--- config.mk ---
export PLATFORM = sky130hd
export DESIGN_NAME = adder_8b_flat
export DESIGN_NICKNAME = d
export VERILOG_FILES = /design/src/rtl/adder_8b_if.sv /design/src/rtl/adder_8b.sv /design/src/flat_wrapper.sv
export SDC_FILE = /design/constraint.sdc
export NUM_CORES = 1
export LEC_CHECK = 0
export CAP_MARGIN = 20
export CORE_AREA = 8 8 45 47
export DETAILED_ROUTE_END_ITERATION = 8
export DIE_AREA = 0 0 53 55
export PLACE_DENSITY = 0.52
export SLEW_MARGIN = 20
export SYNTH_ARGS = -nofsm -noshare
export SYNTH_HDL_FRONTEND = slang
export SYNTH_SLANG_ARGS = --single-unit
--- constraint.sdc ---
create_clock -name vclk -period 4.2
set_input_delay 0.42 -clock vclk [all_inputs]
set_output_delay 0.42 -clock vclk [all_outputs]
set_load 0.01 [all_outputs]
--- src/rtl/adder_8b_if.sv ---
// Operand/result bundle for the ripple-carry adder.
// The driver uses the master modport and the adder uses the slave modport.
interface adder_8b_if #(
    parameter int WIDTH = 8
);
    logic [WIDTH-1:0] io_A;
    logic [WIDTH-1:0] io_B;
    logic             io_Cin;
    logic [WIDTH-1:0] io_Sum;
    logic             io_Cout;

    modport master (
        output io_A,
        output io_B,
        output io_Cin,
        input  io_Sum,
        input  io_Cout
    );

    modport slave (
        input  io_A,
        input  io_B,
        input  io_Cin,
        output io_Sum,
        output io_Cout
    );
endinterface

--- src/rtl/adder_8b.sv ---
// Parameterised ripple-carry adder: {io_Cout, io_Sum} = io_A + io_B + io_Cin.
// REG_OUT=0 gives a purely combinational adder.
// REG_OUT=1 adds one output register stage with a synchronous active-low reset.
module adder_8b #(
    parameter int WIDTH   = 8,
    parameter bit REG_OUT = 1'b0
) (
    input  logic        clock,
    input  logic        reset,
    adder_8b_if.slave   bus
);
    // Carry chain: c[0] is the carry in, and c[WIDTH] is the carry out of the MSB.
    logic [WIDTH:0]   carry;
    logic [WIDTH-1:0] sum_next;

    assign carry[0] = bus.io_Cin;

    // One full-adder cell per bit, chained from the LSB to the MSB.
    generate
        for (genvar gi = 0; gi < WIDTH; gi++) begin : g_fa
            logic half;
            assign half          = bus.io_A[gi] ^ bus.io_B[gi];
            assign sum_next[gi]  = half ^ carry[gi];
            assign carry[gi + 1] = (bus.io_A[gi] & bus.io_B[gi]) | (carry[gi] & half);
        end
    endgenerate

    generate
        if (REG_OUT) begin : g_reg
            logic [WIDTH-1:0] sum_reg;
            logic             cout_reg;

            // Capture the result on each edge.
            // A low reset wins over the new result and drops it.
            always_ff @(posedge clock) begin
                if (!reset) begin
                    sum_reg  <= '0;
                    cout_reg <= 1'b0;
                end else begin
                    sum_reg  <= sum_next;
                    cout_reg <= carry[WIDTH];
                end
            end

            assign bus.io_Sum  = sum_reg;
            assign bus.io_Cout = cout_reg;
        end else begin : g_comb
            // The clock and reset inputs have no function in the combinational build.
            logic unused_clk_rst;
            assign unused_clk_rst = &{1'b0, clock, reset};

            assign bus.io_Sum  = sum_next;
            assign bus.io_Cout = carry[WIDTH];
        end
    endgenerate
endmodule

--- src/flat_wrapper.sv ---
// flat-port wrapper written by rule: the top's interface ports become plain ports
module adder_8b_flat 
#(
    parameter int WIDTH   = 8,
    parameter bit REG_OUT = 1'b0
)
  (clock, reset, bus_io_A, bus_io_B, bus_io_Cin, bus_io_Sum, bus_io_Cout);
  adder_8b_if #(.WIDTH(WIDTH)) bus_i ();
  input  logic clock;
  input  logic reset;
  input wire logic [$bits(bus_i.io_A)-1:0] bus_io_A;
  input wire logic [$bits(bus_i.io_B)-1:0] bus_io_B;
  input wire logic [$bits(bus_i.io_Cin)-1:0] bus_io_Cin;
  output wire logic [$bits(bus_i.io_Sum)-1:0] bus_io_Sum;
  output wire logic [$bits(bus_i.io_Cout)-1:0] bus_io_Cout;
  assign bus_i.io_A = bus_io_A;
  assign bus_i.io_B = bus_io_B;
  assign bus_i.io_Cin = bus_io_Cin;
  assign bus_io_Sum = bus_i.io_Sum;
  assign bus_io_Cout = bus_i.io_Cout;
  adder_8b #(.WIDTH(WIDTH), .REG_OUT(REG_OUT)) u_core (.clock(clock), .reset(reset), .bus(bus_i));
endmodule
Word-level counts from Yosys, hierarchy flattened
Cells that the tools add are included.
{"block": "totals", "regBits": 0, "in_bits": 19, "wordCells": 40}
{"block": "classes", "bitwise": 40}
{"cell": "1-bit AND", "n": 16}
{"cell": "1-bit bitwise XOR", "n": 16}
{"cell": "1-bit OR", "n": 8}

Depth between registers and ports, before layout
{"block": "logic_depth", "depth_word": 17, "ltp_mapped": 12, "depth_no_buf": 12}

Worst setup path after synthesis
No wires, ideal clock.
{"block": "synth_path", "path_type": "input to output", "start": "input port bus_io_Cin", "end": "output port bus_io_Sum[7]", "t_arrival_ns": 3.492, "required_time_ns": 3.780, "slack_ns": 0.288, "path_stages": 12, "path_cell_list": "fa_1 -> inv_1 -> fa_1 -> inv_1 -> fa_1 -> fa_1 -> fa_1 -> fa_1 -> fa_1 -> inv_1 -> fa_1 -> inv_1"}
{"block": "synth_between", "elab_chain_len": 15}
{"item": "start: declaration", "line_no": "flat_wrapper.sv:13", "rtl": "input wire logic [$bits(bus_i.io_Cin)-1:0] bus_io_Cin;"}
{"item": "1-bit AND", "line_no": "adder_8b.sv:24", "rtl": "assign carry[gi + 1] = (bus.io_A[gi] & bus.io_B[gi]) | (carry[gi] & half);"}
{"item": "1-bit OR", "line_no": "adder_8b.sv:24"}
{"item": "1-bit AND", "line_no": "adder_8b.sv:24"}
{"item": "1-bit OR", "line_no": "adder_8b.sv:24"}
{"item": "1-bit AND", "line_no": "adder_8b.sv:24"}
{"item": "1-bit OR", "line_no": "adder_8b.sv:24"}
{"item": "1-bit AND", "line_no": "adder_8b.sv:24"}
{"item": "1-bit OR", "line_no": "adder_8b.sv:24"}
{"item": "1-bit AND", "line_no": "adder_8b.sv:24"}
{"item": "1-bit OR", "line_no": "adder_8b.sv:24"}
{"item": "1-bit AND", "line_no": "adder_8b.sv:24"}
{"item": "1-bit OR", "line_no": "adder_8b.sv:24"}
{"item": "1-bit AND", "line_no": "adder_8b.sv:24"}
{"item": "1-bit OR", "line_no": "adder_8b.sv:24"}
{"item": "1-bit bitwise XOR", "line_no": "adder_8b.sv:23", "rtl": "assign sum_next[gi] = half ^ carry[gi];"}
{"item": "end: declaration", "line_no": "flat_wrapper.sv:14", "rtl": "output wire logic [$bits(bus_i.io_Sum)-1:0] bus_io_Sum;"}
No other way between the ends.

Final worst setup path
{"block": "layout_path", "start": "input port bus_io_A[0]", "end": "output port bus_io_Sum[7]"}
{"block": "layout_between", "elab_chain_len": 16, "elab_cells_between_ends": 17}
{"item": "start: declaration", "line_no": "flat_wrapper.sv:11", "rtl": "input wire logic [$bits(bus_i.io_A)-1:0] bus_io_A;"}
{"item": "1-bit bitwise XOR", "line_no": "adder_8b.sv:22", "rtl": "assign half = bus.io_A[gi] ^ bus.io_B[gi];"}
{"item": "1-bit AND", "line_no": "adder_8b.sv:24"}
{"item": "1-bit OR (*)", "line_no": "adder_8b.sv:24"}
{"item": "1-bit AND (*)", "line_no": "adder_8b.sv:24"}
{"item": "1-bit OR (*)", "line_no": "adder_8b.sv:24"}
{"item": "1-bit AND (*)", "line_no": "adder_8b.sv:24"}
{"item": "1-bit OR (*)", "line_no": "adder_8b.sv:24"}
{"item": "1-bit AND (*)", "line_no": "adder_8b.sv:24"}
{"item": "1-bit OR (*)", "line_no": "adder_8b.sv:24"}
{"item": "1-bit AND (*)", "line_no": "adder_8b.sv:24"}
{"item": "1-bit OR (*)", "line_no": "adder_8b.sv:24"}
{"item": "1-bit AND (*)", "line_no": "adder_8b.sv:24"}
{"item": "1-bit OR (*)", "line_no": "adder_8b.sv:24"}
{"item": "1-bit AND (*)", "line_no": "adder_8b.sv:24"}
{"item": "1-bit OR (*)", "line_no": "adder_8b.sv:24"}
{"item": "1-bit bitwise XOR (*)", "line_no": "adder_8b.sv:23"}
Every way passes the cells marked *; elsewhere a longest branch is shown, timed or not.

==> results.json <==
{
  "fin_ws_ns": 0.147,
  "grt_overflow": 0,
  "layout_min_cycle_time_ns": 4.05,
  "vias_per_cell": 3.80,
  "p_leak_nw": 0.209,
  "min_path_type": "in2out",
  "hold_viol": 0,
  "ys_warn_count": 0,
  "startpoint": "bus_io_A[0]",
  "grt_pass1_vias": 271,
  "syn_nets": 45,
  "drt_iter0_drc": 0,
  "finalInstanceArea_um2": 480,
  "crit_arrival_ns": 3.63,
  "wl_per_cell_um": 12.1,
  "post-place-ws_ns": -0.800,
  "dp_hpwl_um": 715,
  "holdBufCountCts": 0,
  "cp_data_required_time_ns": 3.78,
  "synth_area_leaders": "fa_1, inv_1",
  "regArea_um2": 0,
  "die_x_um": 53,
  "relSlewSlack": 0.910,
  "setup_viol": 0,
  "worst_slew_pin_slew_ns": 0.135,
  "synth-seq-area-share": 0,
  "power.density_nw_per_um2": 161,
  "hold_start": "bus_io_A[7]",
  "nNetsFinal": 73,
  "syn_avg_cell_area_um2": 11.0,
  "critPathLaunchType": "input port",
  "final_util": 0.347,
  "coreArea_um2": 1380,
  "first_pass_iters": 1,
  "grt_max_degree": 2,
  "diodes": 0,
  "critical_path_class": "in2out",
  "io_buffers": 26,
  "outcome": "completed",
  "seq_cells": 0,
  "stdcell_count": 60,
  "fin_crit_sh": 0.965,
  "place_congestion": 0.680,
  "drive_gt1_frac": 0.318,
  "drv_slew": 0,
  "netlist_area_um2": 198,
  "drc": 0,
  "crit_fanout": 1,
  "final_cell_mix": "clkdlybuf4s50_1, inv_1, fa_2, inv_2, clkbuf_2",
  "grt_pass1_wl_um": 1240,
  "synth_cells": 18,
  "ys_types": 2,
  "cts_setup_buffers": 0,
  "routed_wl_um": 727,
  "worst_setup_path_end_kind": "primary output",
  "placed_cell_area_um2": 478,
  "dp.cells": 60,
  "vdd_drop_max_mv": 0.0554,
  "holdPathStages": 5,
  "grt.total_usage": 0.0544,
  "power_uw": 77.6,
  "die_y_um": 55,
  "dieArea_um2": 2920,
  "rsz0062_at_grt": "no",
  "n_clock_buffer": 0,
  "num_rows": 14,
  "fmax_mhz": 247,
  "synth_area_leader_cell": "fa_1",
  "dr_total_vias": 228,
  "final_common_cell": "clkdlybuf4s50_1",
  "initial_utilization": 0.143,
  "syn2layout_area_growth_pct": 143,
  "antenna_found_initial": 0,
  "maxCapViolations": 0,
  "yosysTopAreaCellShare": 0.810,
  "ioPinCount": 28,
  "holdPathEnd": "bus_io_Sum[7]",
  "ant_nets": 0
}
## routing by layer
metal / global-route usage / part of all wire / wire length (µm) / vias to the layer above
li1: - / - / - / 96
met2: 0.0918 / 0.39 / 283 / 26
met3: 0.0455 / 0.31 / 225 / 0
met1: 0.0539 / 0.30 / 218 / 106
met4: 0 / 0 / 0 / 0
met5: 0 / 0 / 0 / -
## cells by family after synthesis
family     synth area share
buf+inv               0.190
fa+ha+maj             0.810
## area by class of cell
| class | count | area, µm² |
|---|---|---|
| tap | 16 | 20.0 |
| inverter | 10 | 37.5 |
| fill | 157 | 903 |
| timing repair buffer | 26 | 245 |
| multi-input combinational | 8 | 178 |
## worst max-delay path, stage by stage
cell and delay [ns]:
clkbuf_2 0.10, fa_2 0.37, inv_2 0.07, fa_2 0.19, inv_2 0.04, fa_2 0.35, fa_2 0.35, fa_2 0.37
fa_2 0.37, fa_2 0.36, inv_2 0.06, fa_1 0.40, inv_1 0.08, buf_6 0.10
## report_power, final
part           switching (mW)  internal [mW]
Combinational          0.0305         0.0470
Sequential                  0              0
Clock                       0              0
## per-stage QoR
stage          setup TNS, ns  hold slack, ns
6_report                   0            1.61
4_1_cts               -0.150            1.64
5_1_grt                    0            1.65
3_3_place_gp           -1.56            1.97
3_5_place_dp           -1.65            1.96
2_1_floorplan              0            1.03
## cell usage after synthesis (all sizes together)
library cell  number
inv               10
fa                 8
## worst max-delay path by stage
| stage | cells past startpoint | slack, ns | end |
|---|---|---|---|
| after CTS | 14 | -0.15 | bus_io_Sum[7] |
| after detailed placement | 14 | -0.80 | bus_io_Sum[7] |
| final | 14 | 0.15 | bus_io_Sum[7] |
| after global routing | 14 | 0.03 | bus_io_Sum[7] |
| after global placement | 14 | -0.77 | bus_io_Sum[7] |
| after floorplan | 12 | 0.29 | bus_io_Sum[7] |
## repair_timing
item / in CTS / in global routing
gates cloned: 0 / 0
endpoints found under the setup margin: 3 / 3
gates resized for setup: 14 / 12
pin swaps: 1 / 8
Power figures use the tool's default switching activity.
